==> config.mk <==
export PLATFORM = sky130hd
export DESIGN_NAME = branch_target_predictor_flat
export DESIGN_NICKNAME = d
export VERILOG_FILES = /design/src/rtl/branch_target_predictor_if.sv /design/src/rtl/branch_target_predictor.sv /design/src/flat_wrapper.sv
export SDC_FILE = /design/constraint.sdc
export NUM_CORES = 1
export LEC_CHECK = 0
export ABC_AREA = 1
export BUFFER_PORTS_ARGS = -buffer_cell sky130_fd_sc_hd__buf_2
export CAP_MARGIN = 10
export CORE_UTILIZATION = 50
export CTS_BUF_LIST = sky130_fd_sc_hd__clkbuf_4 sky130_fd_sc_hd__clkbuf_8
export CTS_CLUSTER_DIAMETER = 200
export DETAILED_ROUTE_END_ITERATION = 10
export PLACE_DENSITY = 0.68
export SLEW_MARGIN = 20
export SYNTH_ARGS = -nofsm -noshare
export SYNTH_HDL_FRONTEND = slang
export SYNTH_SLANG_ARGS = --single-unit
==> constraint.sdc <==
create_clock -name clk -period 3 [get_ports clk]
set_input_delay 0.6 -clock clk [delete_from_list [all_inputs] [get_ports clk]]
set_output_delay 0.6 -clock clk [all_outputs]
set_load 0.005 [all_outputs]
==> src/rtl/branch_target_predictor_if.sv <==
`default_nettype none
`timescale 1ns/1ps
// +--------------------------------------------------------------------------+
// | branch_target_predictor_if                                               |
// | Fetch-lookup, training and status bundle for the branch target buffer.   |
// | Revision: 1.0                                                            |
// +--------------------------------------------------------------------------+
interface branch_target_predictor_if #(
  parameter int ADDR_BIT = 10,
  parameter int STAT_BIT = 32
);
  logic [ADDR_BIT-1:0] if_pc;
  logic [ADDR_BIT-1:0] if_pc_4;
  logic [ADDR_BIT-1:0] pc_guessed;
  logic                pred_taken;
  logic                upd_en;
  logic [ADDR_BIT-1:0] upd_pc;
  logic [ADDR_BIT-1:0] upd_target;
  logic                upd_taken;
  logic                upd_jump;
  logic                upd_succ;
  logic                flush_all;
  logic                ready;
  logic [STAT_BIT-1:0] stat_ctrl;
  logic [STAT_BIT-1:0] stat_miss;

  modport master (
    output if_pc, if_pc_4, upd_en, upd_pc, upd_target, upd_taken, upd_jump,
           upd_succ, flush_all,
    input  pc_guessed, pred_taken, ready, stat_ctrl, stat_miss
  );

  modport slave (
    input  if_pc, if_pc_4, upd_en, upd_pc, upd_target, upd_taken, upd_jump,
           upd_succ, flush_all,
    output pc_guessed, pred_taken, ready, stat_ctrl, stat_miss
  );
endinterface
`default_nettype wire

==> src/rtl/branch_target_predictor.sv <==
`default_nettype none
`timescale 1ns/1ps
// +--------------------------------------------------------------------------+
// | branch_target_predictor                                                  |
// | Direct-mapped BTB with saturating direction counters, sweep clear, stats.|
// | Revision: 1.0                                                            |
// +--------------------------------------------------------------------------+
module branch_target_predictor #(
  parameter int ADDR_BIT  = 10,
  parameter int ENTRY_BIT = 4,
  parameter int CNT_BIT   = 2,
  parameter int STAT_BIT  = 32
) (
  input  wire logic              clk,
  input  wire logic              rst,
  branch_target_predictor_if.slave bus
);
  localparam int c_entries = 1 << ENTRY_BIT;
  localparam int c_tag_bit = ADDR_BIT - ENTRY_BIT;
  localparam logic [CNT_BIT-1:0] c_cnt_max  = {CNT_BIT{1'b1}};
  localparam logic [CNT_BIT-1:0] c_cnt_weak = CNT_BIT'(1) << (CNT_BIT - 1);
  localparam logic [CNT_BIT-1:0] c_cnt_zero = '0;
  localparam logic [0:0] c_st_clear = 1'b0;
  localparam logic [0:0] c_st_idle  = 1'b1;

  logic                 r_valid  [c_entries];
  logic [c_tag_bit-1:0] r_tag    [c_entries];
  logic [ADDR_BIT-1:0]  r_target [c_entries];
  logic [CNT_BIT-1:0]   r_cnt    [c_entries];

  logic [0:0]           r_state, w_state_next;
  logic [ENTRY_BIT-1:0] r_idx, w_idx_next;
  logic [STAT_BIT-1:0]  r_stat_ctrl, r_stat_miss;
  logic                 w_ready;

  // Fetch-side lookup
  logic [ENTRY_BIT-1:0] w_fidx;
  logic                 w_fhit, w_fpred;
  assign w_fidx  = bus.if_pc[ENTRY_BIT-1:0];
  assign w_fhit  = w_ready & r_valid[w_fidx]
                 & (r_tag[w_fidx] == bus.if_pc[ADDR_BIT-1:ENTRY_BIT]);
  assign w_fpred = w_fhit & r_cnt[w_fidx][CNT_BIT-1];

  assign bus.pred_taken = w_fpred;
  assign bus.pc_guessed = w_fpred ? r_target[w_fidx] : bus.if_pc_4;
  assign bus.ready      = w_ready;
  assign bus.stat_ctrl  = r_stat_ctrl;
  assign bus.stat_miss  = r_stat_miss;

  // Training path
  logic [ENTRY_BIT-1:0] w_uidx;
  logic [CNT_BIT-1:0]   w_ucnt, w_wr_cnt;
  logic [ADDR_BIT-1:0]  w_wr_target;
  logic                 w_uhit, w_train, w_wr_en;
  assign w_uidx  = bus.upd_pc[ENTRY_BIT-1:0];
  assign w_ucnt  = r_cnt[w_uidx];
  assign w_uhit  = r_valid[w_uidx]
                 & (r_tag[w_uidx] == bus.upd_pc[ADDR_BIT-1:ENTRY_BIT]);
  assign w_train = bus.upd_en & w_ready & ~bus.flush_all;

  always_comb begin
    w_wr_en     = 1'b0;
    w_wr_cnt    = w_ucnt;
    w_wr_target = r_target[w_uidx];
    if (w_train) begin
      if (w_uhit) begin
        w_wr_en = 1'b1;
        if (bus.upd_jump) begin
          w_wr_cnt    = c_cnt_max;
          w_wr_target = bus.upd_target;
        end else if (bus.upd_taken) begin
          w_wr_cnt    = (w_ucnt == c_cnt_max) ? c_cnt_max : w_ucnt + 1'b1;
          w_wr_target = bus.upd_target;
        end else begin
          w_wr_cnt    = (w_ucnt == c_cnt_zero) ? c_cnt_zero : w_ucnt - 1'b1;
        end
      end else if (bus.upd_taken | bus.upd_jump) begin
        w_wr_en     = 1'b1;
        w_wr_cnt    = bus.upd_jump ? c_cnt_max : c_cnt_weak;
        w_wr_target = bus.upd_target;
      end
    end
  end

  // Table storage is deliberately unreset; the sweep invalidates it.
  always_ff @(posedge clk) begin
    if (r_state == c_st_clear) begin
      r_valid[r_idx] <= 1'b0;
    end else if (w_wr_en) begin
      r_valid[w_uidx]  <= 1'b1;
      r_tag[w_uidx]    <= bus.upd_pc[ADDR_BIT-1:ENTRY_BIT];
      r_target[w_uidx] <= w_wr_target;
      r_cnt[w_uidx]    <= w_wr_cnt;
    end
  end

  always_ff @(posedge clk or posedge rst) begin
    if (rst) begin
      r_state     <= c_st_clear;
      r_idx       <= '0;
      r_stat_ctrl <= '0;
      r_stat_miss <= '0;
    end else begin
      r_state <= w_state_next;
      r_idx   <= w_idx_next;
      if (bus.upd_en && (r_stat_ctrl != {STAT_BIT{1'b1}}))
        r_stat_ctrl <= r_stat_ctrl + 1'b1;
      if (bus.upd_en && !bus.upd_succ && (r_stat_miss != {STAT_BIT{1'b1}}))
        r_stat_miss <= r_stat_miss + 1'b1;
    end
  end

  always_comb begin
    w_state_next = r_state;
    w_idx_next   = r_idx;
    case (r_state)
      c_st_clear: begin
        if (bus.flush_all) begin
          w_idx_next = '0;
        end else begin
          w_idx_next = r_idx + 1'b1;
          if (r_idx == {ENTRY_BIT{1'b1}}) w_state_next = c_st_idle;
        end
      end
      default: begin
        if (bus.flush_all) begin
          w_state_next = c_st_clear;
          w_idx_next   = '0;
        end
      end
    endcase
  end

  always_comb begin
    w_ready = (r_state == c_st_idle);
  end
endmodule
`default_nettype wire

==> src/flat_wrapper.sv <==
// flat-port wrapper written by rule: the top's interface ports become plain ports
module branch_target_predictor_flat 
#(
  parameter int ADDR_BIT  = 10,
  parameter int ENTRY_BIT = 4,
  parameter int CNT_BIT   = 2,
  parameter int STAT_BIT  = 32
)
  (clk, rst, bus_if_pc, bus_if_pc_4, bus_upd_en, bus_upd_pc, bus_upd_target, bus_upd_taken, bus_upd_jump, bus_upd_succ, bus_flush_all, bus_pc_guessed, bus_pred_taken, bus_ready, bus_stat_ctrl, bus_stat_miss);
  branch_target_predictor_if #(.ADDR_BIT(ADDR_BIT), .STAT_BIT(STAT_BIT)) bus_i ();
  input  wire logic clk;
  input  wire logic rst;
  input wire logic [$bits(bus_i.if_pc)-1:0] bus_if_pc;
  input wire logic [$bits(bus_i.if_pc_4)-1:0] bus_if_pc_4;
  input wire logic [$bits(bus_i.upd_en)-1:0] bus_upd_en;
  input wire logic [$bits(bus_i.upd_pc)-1:0] bus_upd_pc;
  input wire logic [$bits(bus_i.upd_target)-1:0] bus_upd_target;
  input wire logic [$bits(bus_i.upd_taken)-1:0] bus_upd_taken;
  input wire logic [$bits(bus_i.upd_jump)-1:0] bus_upd_jump;
  input wire logic [$bits(bus_i.upd_succ)-1:0] bus_upd_succ;
  input wire logic [$bits(bus_i.flush_all)-1:0] bus_flush_all;
  output wire logic [$bits(bus_i.pc_guessed)-1:0] bus_pc_guessed;
  output wire logic [$bits(bus_i.pred_taken)-1:0] bus_pred_taken;
  output wire logic [$bits(bus_i.ready)-1:0] bus_ready;
  output wire logic [$bits(bus_i.stat_ctrl)-1:0] bus_stat_ctrl;
  output wire logic [$bits(bus_i.stat_miss)-1:0] bus_stat_miss;
  assign bus_i.if_pc = bus_if_pc;
  assign bus_i.if_pc_4 = bus_if_pc_4;
  assign bus_i.upd_en = bus_upd_en;
  assign bus_i.upd_pc = bus_upd_pc;
  assign bus_i.upd_target = bus_upd_target;
  assign bus_i.upd_taken = bus_upd_taken;
  assign bus_i.upd_jump = bus_upd_jump;
  assign bus_i.upd_succ = bus_upd_succ;
  assign bus_i.flush_all = bus_flush_all;
  assign bus_pc_guessed = bus_i.pc_guessed;
  assign bus_pred_taken = bus_i.pred_taken;
  assign bus_ready = bus_i.ready;
  assign bus_stat_ctrl = bus_i.stat_ctrl;
  assign bus_stat_miss = bus_i.stat_miss;
  branch_target_predictor #(.ADDR_BIT(ADDR_BIT), .ENTRY_BIT(ENTRY_BIT), .CNT_BIT(CNT_BIT), .STAT_BIT(STAT_BIT)) u_core (.clk(clk), .rst(rst), .bus(bus_i));
endmodule
* After elaboration in Yosys (flattened, before gate mapping)
Memory sizes are Yosys's and may differ from the RTL's.
Index checks and enable logic that the tools add are counted.
** Word-level totals
- Flip-flop bits (word level) :: 69
- RAM bits :: 304
- Bits of input ports :: 47
- Output and inout bits :: 76
- Word-level logic and storage cells :: 69
- Memories :: 4
** Memories
- u_core.r_target :: words 16, bits a word 10, rd ports 1, clocked after Yosys merged registers in 0, wr ports 1, RTL line branch_target_predictor.sv:28 : logic [ADDR_BIT-1:0] r_target [c_entries];
- u_core.r_tag :: words 16, bits a word 6, rd ports 2, clocked after Yosys merged registers in 0, wr ports 1, RTL line branch_target_predictor.sv:27 : logic [c_tag_bit-1:0] r_tag [c_entries];
- u_core.r_cnt :: words 16, bits a word 2, rd ports 2, clocked after Yosys merged registers in 0, wr ports 1, RTL line branch_target_predictor.sv:29 : logic [CNT_BIT-1:0] r_cnt [c_entries];
- u_core.r_valid :: words 16, bits a word 1, rd ports 2, clocked after Yosys merged registers in 0, wr ports 1, RTL line branch_target_predictor.sv:26 : logic r_valid [c_entries];
** Cells by class
- Add/sub/neg operators :: 5
- Eq/ne operators :: 10
- Mux-type cells :: 31
- Bitwise logic cells :: 8
- Reductions and logical operators :: 7
** Operators by type and width (count)
- $add A32 B1 Y32 const B :: 2
- $ne A32 B32 Y1 const B :: 2
- $mux W10 :: 6
- $mux W4 :: 4
- $mux W1 :: 14
- $mux W2 :: 7
- $eq A6 B6 Y1 :: 2
- $and A1 B1 Y1 :: 6
- $add A4 B1 Y4 const B :: 1
- $eq A4 B4 Y1 const B :: 1
- $ne A4 B4 Y1 const B :: 1
- $reduce_and A4 Y1 :: 1
- $logic_and A1 B1 Y1 :: 3
- $ne A3 B3 Y1 const B :: 1
- $add A2 B1 Y2 const B :: 1
- $eq A2 B2 Y1 const B :: 1
- $logic_not A2 Y1 :: 1
- $ne A2 B2 Y1 const B :: 1
- $sub A2 B1 Y2 const B :: 1
- $logic_not A1 Y1 :: 1
- $ne A1 B1 Y1 const B :: 1
- $not A1 Y1 :: 1
- $or A1 B1 Y1 :: 1
- $reduce_or A1 Y1 :: 1

* Logic depth before layout (Yosys ltp)
Gate-level depths: netlist (run 1).
An unclocked memory read counts as a cell.
- Depth after elaboration :: 10
- Mapped depth :: 20
- Mapped depth without buffers :: 18

* Least setup slack after synthesis (run 1)
Ideal clock, no wire load.
- Path kind :: input-to-reg
- Start point :: input bus_upd_pc[0]
- End point :: memory u_core.r_cnt[4][0], enable pin
- Setup time :: 0.383 ns
- Arrival :: 2.580 ns
- Data required time :: 2.617 ns
- Setup slack :: 0.037 ns
- Stages :: 16
- Path buffers :: 3
- Path through :: buf_6 > buf_6 > buf_6 > o21ai_1 > nand2_1 > nand2_1 > nand2_1 > nand2_1 > nor2_1 > nand2_1 > nand3_1 > nor2_4 > nand2_4 > nand2_8 > nand2_4 > nor3_1
** Between the ends
- Word-level cells in the longest chain between the ends :: 8
- Elaborated cells on any way between the ends :: 9
- Those cells by class :: 1 x eq/ne; 5 x mux; 1 x bitwise; 2 x memory
** Ends and longest elaborated chain
- start, declared :: RTL line flat_wrapper.sv:16 : input wire logic [$bits(bus_i.upd_pc)-1:0] bus_upd_pc;
- $mem_v2 Z16 W6
- $eq A6 B6 Y1 :: RTL line branch_target_predictor.sv:58 : & (r_tag[w_uidx] == bus.upd_pc[ADDR_BIT-1:ENTRY_BIT]);
- $and A1 B1 Y1 :: RTL line branch_target_predictor.sv:58
- $mux W1 :: RTL line branch_target_predictor.sv:66 : if (w_uhit) begin
- $mux W1 :: RTL line branch_target_predictor.sv:65 : if (w_train) begin
- $mux W1 :: RTL line branch_target_predictor.sv:89 : end else if (w_wr_en) begin
- $mux W1 :: RTL line branch_target_predictor.sv:87 : if (r_state == c_st_clear) begin
- $mux W1 (not written as such) :: RTL line branch_target_predictor.sv:93 : r_cnt[w_uidx] <= w_wr_cnt;
- end, declared :: RTL line branch_target_predictor.sv:29
Several ways; a longest one is shown, not always the timed one.

==> flow_summary.toml, run 1 <==
[routing]
wl_met1_um = 19500
wl_um = 45800
met3_length_um = 3980
dr.max_layer_used = "met4"
drtIter0Drc = 1416
dr_wl_met2_um = 20800
drt_first_pass_iters = 5
avgRoutedWirePerCell_um = 19.1
vias_per_cell = 5.63
ant_nets = 0
vias = 13500
drc = 0

[clock_tree]
htree_levels = 2
clockRootBuffer = "clkbuf_8"
clock_path_buffers = 3
clkSinkCount = 373
clk_pin_slew_ns = 0.06
cts_tree = "built"
cts_buffers = 61
clk_latency_ns = 0.65

[synthesis]
ys_seq_area_share_pct = 62.9
avgSynthCellArea_um2 = 10.3
syn-cell-area_mm2 = 0.0173
yosysUniqueCellTypes = 39
ys_seq_elements = 373
yosysWarnings = 0
async_reset_ff_share_pct = 18.5
synth_flop_cell = "edfxtp_1"
synth_edf_count = 304
syn_nets = 1733
syn-instance-count = 1683

[sta]
fin_crit_ns = 3.22
fin_skew_ns = 0.0202
finalHoldViolCount = 0
slew_headroom_pct = 59.6
drv_slew = 0
worst_slack_ns = -0.222
tightest_slew_ns = 0.606
setup_violations = 11
period_share_pct = 107
fmax_mhz = 310
rsz0062_at_grt = "yes"

[finish]
layout_common_cells = "nand2_1 (364), edfxtp_1 (304), nor2_1 (209)"
drive_gt1_share_pct = 21.0
syn_to_final_growth_pct = 19.7
utilization_pct = 61.3
nNetsFinal = 1951
final_common_cell = "nand2_1"
instances_no_fill = 2401

[global_routing]
grt_usage_pct = 25.9
grt_pass1_vias = 12900
grt_pass1_wl_um = 70400
antenna_found_initial = 0
grt_start_max_net_pins = 81
grt_overflow = 0

[worst_setup_path]
r2r-end = "u_core.bus.stat_miss[26]$_DFFE_PP0P_"
worstPathRequired_ns = 2.40
crit_path_frequent_cell = "o21ai_0"
crit_path_start_kind = "register"
cp_max_fo = 6
critPathSlowestCell = "edfxtp_1"
path_class = "reg2out"
end_kind = "primary output"
cp.arrival_ns = 2.62
cp_num_buf_inv = 2
r2r_start = "u_core.bus.stat_miss[0]$_DFFE_PP0P_"
crit_family = "compound AO/OA/AOI/OAI gates"
worst_path_largest_cell_delay_ns = 0.40
path_cells = "o21ai_0, o22ai_1, o21ai_0, o21ai_1, xnor2_2, nand3_4, nor2_4, buf_6, nand2_2, nand2_1, buf_2"
r2r_setup_slack_ns = 0.47
reg2reg_depth = 9

[die]
initial_core_util_pct = 51.2
die_h_um = 188
die_area_mm2 = 0.0353
core_area_mm2 = 0.0337
ios = 123
rows = 67
dieWidth_um = 188

[power]
ir_drop_v = 0.000377
p_leak_uw = 0.00822
pwr_density_cell_mw_per_mm2 = 560

[hold_path]
hold_class = "in2async"

[placement]
dp_cells = 2282
dp_hpwl_um = 29600
port-buffer-count = 122
gp_congestion = 0.954

[status]
failed_checks = "negative setup slack"
status = "finished with violations"

[run]
maxCapViolations = 0
[per-layer routing]
| metal | vias to the layer above | GRT usage (%) |
|---|---|---|
| met5 | - | 0 |
| met2 | 631 | 39.9 |
| met4 | 0 | 10.7 |
| met3 | 120 | 4.72 |
| met1 | 6436 | 36.3 |
| li1 | 6339 | - |
[synth_stat cells (21+ instances only)]
cell type    n  share of area, %
nor2_1     211               4.6
dfrtp_1     69                10
nand3_1    107               3.1
o221ai_1    40               2.0
edfxtp_1   304                53
nand4_1     25              0.91
a21oi_1     27              0.78
o211ai_1    21              0.91
xor2_1      39               2.0
nand2_1    370               8.0
o21ai_0    156               4.5
buf_2       25              0.73
inv_1       78               1.7
nor3_1      35               1.0
clkbuf_1    48               1.0
xnor2_1     26               1.3
[state kept, by name, summed over array words and instances (netlist names)]
signal                count
u_core.r_target         160
u_core.r_tag             96
u_core.bus.stat_ctrl     32
u_core.bus.stat_miss     32
u_core.r_cnt             32
u_core.r_valid           16
u_core.r_idx              4
u_core.bus.ready          1
[how the worst max path moves through the flow]
stage                                   from                            to  cells after the start
5_1_grt         u_core.r_tag[1][0]$_DFFE_PP_             bus_pc_guessed[2]                     13
3_5_place_dp                    bus_if_pc[0]             bus_pc_guessed[8]                     16
4_1_cts         u_core.r_tag[1][0]$_DFFE_PP_             bus_pc_guessed[8]                     13
6_report       u_core.r_tag[14][0]$_DFFE_PP_             bus_pc_guessed[8]                     11
2_1_floorplan                  bus_upd_pc[0]  u_core.r_cnt[4][0]$_DFFE_PP_                     16
3_3_place_gp                    bus_if_pc[0]             bus_pc_guessed[2]                     16
[cell families (layout without fill, tap and decap cells)]
logic type | count (synthesis) | in the layout | share of synthesized area (%)
fa+ha+maj | 3 | 3 | 0.218
xor+xnor | 65 | 65 | 3.30
simple gates | 778 | 778 | 19.4
compound gates | 289 | 289 | 9.88
buf+inv | 175 | 444 | 4.33
flops | 373 | 373 | 62.9
other cells | 0 | 1 | 0
[power by group]
part,switching [uW],internal (uW)
clock network,2040,2620
registers,113,5710
logic,678,412
total,2830,8740
[what timing repair did]
action / 4_1_cts / 5_1_grt
buffers inserted: 0 / 3
cloned: 0 / 1
pin swaps: 2 / 16
hold buffers: 0 / 0
setup endpoints to repair: 11 / 11
gates resized for setup: 6 / 38
endpoints found under the hold margin: 0 / 0
[metrics by stage]
stage / instance area [um2] / hold slack [ns] / power [uW] / worst slack (ns) / TNS [ns]
global placement: 19200 / 0.477 / 6950 / -0.267 / -4.47
finish: 20600 / 0.0264 / 11600 / -0.222 / -2.14
floorplan: 17300 / 0.484 / 6510 / 0.0370 / 0
detailed placement: 19200 / 0.480 / 6980 / -0.342 / -17.75
global route: 20600 / 0.0505 / 12000 / -0.354 / -3.66
CTS: 20500 / 0.00101 / 11600 / -0.276 / -2.73
[worst register-to-register path, delay by kind of cell (launching register included)]
kind	cells	cell delay (ns)
xor+xnor	1	0.13
fa+ha+maj	1	0.19
buf+inv	2	0.21
flops	1	0.41
simple gates	5	1.46
[layout make-up]
| cell class | count | area, um2 |
|---|---|---|
| Tap cell | 448 | 561 |
| Timing Repair Buffer | 241 | 1780 |
| Multi-Input combinational cell | 1135 | 5810 |
| Antenna cell | 1 | 2.50 |
| Inverter | 89 | 339 |
| Clock inverter | 25 | 196 |
| Clock buffer | 89 | 1110 |
| Sequential cell | 373 | 10900 |
| Fill cell | 2803 | 13100 |
(Power assumes the default switching activity.)
==> run 2, diff against run 1 <==
--- a/config.mk
+++ b/config.mk
@@ -8,6 +8,7 @@
 export ABC_AREA = 1
 export BUFFER_PORTS_ARGS = -buffer_cell sky130_fd_sc_hd__buf_2
 export CAP_MARGIN = 10
+export CORE_ASPECT_RATIO = 1.1
 export CORE_UTILIZATION = 50
 export CTS_BUF_LIST = sky130_fd_sc_hd__clkbuf_4 sky130_fd_sc_hd__clkbuf_8
 export CTS_CLUSTER_DIAMETER = 200
==> run 2 against run 1 <==
Against the previous run:
- the flow finishes with violations (design-rule violations, negative setup slack)
- critical path depth is 4 higher
- register-to-register slack lost 0.11 ns
- sequential share of layout area about the same
- clock power shrank 8.4%
- die area about the same
- first-iteration DRC count shrank 24%
- clock-buffer cell count is 10 lower
- clock skew grew 0.0025 ns
- power shrank 3.2%
- critical path type unchanged
- largest power group unchanged
==> flow_summary.toml, run 2 (synthesis gave the netlist of run 1 again) <==
[finish]
syn_to_final_growth_pct = 19.8
layout_common_cells = "nand2_1 (359), edfxtp_1 (304), nor2_1 (209)"
final-seq-area_mm2 = 0.0109
diodes = 0
multi_input_area_mm2 = 0.00580
fillCellCount = 2764
largest_register = "u_core.r_target"
final_common_cell = "nand2_1"
drive_gt1_share_pct = 21.4
nNetsFinal = 1973
largest_reg_flops = 160
reg_top3 = "u_core.r_target x160, u_core.r_tag x96"

[sta]
slew_headroom_pct = 50.0
tightest_slew_ns = 0.750
fin_tns_setup_ns = -3.46
fin_crit_ns = 3.34
fin_skew_ns = 0.0227
period_share_pct = 111
rsz0062_at_grt = "yes"
worst_slack_ns = -0.343
setup_violations = 11
finalHoldViolCount = 0
drv_slew = 0
fmax_mhz = 299

[placement]
gp_congestion = 0.906
dp_hpwl_um = 30500
dpl_worst_slack_ns = -0.515
port-buffer-count = 122

[worst_setup_path]
cp_num_buf_inv = 4
cp.arrival_ns = 2.74
cp_max_fo = 5
path_cells = "inv_2, a21oi_2, o21ai_1, nand3_1, nand3_1, nand2_1, xor2_1, nor2_2, buf_6, nand3_4, nor2_4, buf_6, nand2_2, nand2_1, buf_2"
critPathSlowestCell = "edfxtp_1"
r2r_setup_slack_ns = 0.36
crit_path_start_kind = "register"
path_class = "reg2out"
worst_path_largest_cell_delay_ns = 0.38
r2r-end = "u_core.r_tag[9][3]$_DFFE_PP_"
r2r_start = "u_core.r_tag[11][3]$_DFFE_PP_"
reg2reg_depth = 16
worstPathRequired_ns = 2.40
end_kind = "primary output"
crit_family = "simple AND/OR/NAND/NOR gates"

[clock_tree]
htree_levels = 2
clkSinkCount = 373
clockRootBuffer = "clkbuf_8"
clk_pin_slew_ns = 0.06
cts_tree = "built"
clock_path_buffers = 3
clk_latency_ns = 0.63
cts_buffers = 58

[routing]
drt_first_pass_iters = 9
avgRoutedWirePerCell_um = 19.0
ant_nets = 0
drtIter0Drc = 1079
vias = 13500
wl_um = 45700
vias_per_cell = 5.60
drc = 12

[die]
dieWidth_um = 179
ios = 123
die_area_mm2 = 0.0353
initial_core_util_pct = 51.3
core_area_mm2 = 0.0336
die_h_um = 197
rows = 70

[power]
pwr_density_cell_mw_per_mm2 = 542
report.power.total_uw = 11200
ir_drop_v = 0.000378
p_leak_uw = 0.00827

[global_routing]
grt_pass1_wl_um = 71400
grt_usage_pct = 26.6
grt_start_max_net_pins = 49
antenna_found_initial = 0
grt_pass1_vias = 13100
grt_overflow = 0

[run]
maxCapViolations = 0

[hold_path]
hold_class = "in2async"

[status]
failed_checks = "design-rule violations, negative setup slack"
status = "finished with violations"
-- run 2: cell types whose count changed in the layout (fill, tap and decap cells not counted), sizes merged --
cell | before | now
buf | 241 | 266
bufinv | 3 | 2
clkbuf | 89 | 79
clkinv | 24 | 29
clkinvlp | 2 | 1
diode | 1 | 0
-- run 2: per-stage QoR --
step                util [%]  instances  hold WS [ns]  instance area, um2
floorplan                  -       1683         0.484               17300
global placement        57.6       2292         0.476               19400
detailed placement      57.6       2292         0.479               19400
CTS                     61.3       2401         0.104               20600
global route            61.4       2402         0.147               20700
finish                  61.4       2402         0.114               20700
-- run 2: timing repair --
item | in CTS | in global routing
buffers inserted | 1 | 1
pin swaps | 5 | 6
setup endpoints to repair | 11 | 11
resized for setup | 15 | 24
hold buffers | 0 | 0
gates cloned | 1 | 0
-- run 2: worst max-delay path by stage --
stage | startpoint | endpoint | slack (ns) | cells past startpoint
2_1_floorplan | bus_upd_pc[0] | u_core.r_cnt[4][0]$_DFFE_PP_ | 0.04 | 16
5_1_grt | u_core.r_tag[13][5]$_DFFE_PP_ | bus_pc_guessed[7] | -0.44 | 15
4_1_cts | u_core.r_tag[13][5]$_DFFE_PP_ | bus_pc_guessed[6] | -0.29 | 15
6_report | u_core.r_tag[13][5]$_DFFE_PP_ | bus_pc_guessed[7] | -0.34 | 15
3_5_place_dp | bus_if_pc[0] | bus_pc_guessed[6] | -0.52 | 16
3_3_place_gp | bus_if_pc[0] | bus_pc_guessed[4] | -0.42 | 15
-- run 2: cell type report --
type / count / area share [%]
clock inverter: 28 / 0.902
multi-input combinational: 1135 / 28.1
sequential: 373 / 52.5
clock buffer: 79 / 4.75
inverter: 89 / 1.64
timing repair buffer: 266 / 9.49
tap: 432 / 2.62
-- run 2: worst register-to-register path, stage by stage (launching register included) --
cell      delay, ns
edfxtp_1       0.40
nand2_1        0.07
o21ai_0        0.07
nand2_1        0.06
nand2_1        0.05
nand2_1        0.05
nand2_1        0.07
nor2_1         0.20
nor2_1         0.09
nor2_1         0.09
nand2_1        0.09
nor2_4         0.14
nand2_4        0.10
nand2_8        0.07
nand2_4        0.16
nor3_2         0.38
buf_4          0.25
-- run 2: layer usage --
metal | track usage, % | wire (um) | vias up
met5 | 0 | 0 | -
met2 | 43.2 | 22000 | 550
met1 | 34.8 | 18700 | 6421
met3 | 5.03 | 3340 | 108
li1 | - | - | 6384
met4 | 11.6 | 1570 | 0
-- run 2: power by group --
group | internal (uW) | total, uW | switching (uW)
registers | 5700 | 5820 | 112
clock network | 2290 | 4270 | 1970
logic | 430 | 1110 | 683
total | 8430 | 11200 | 2770
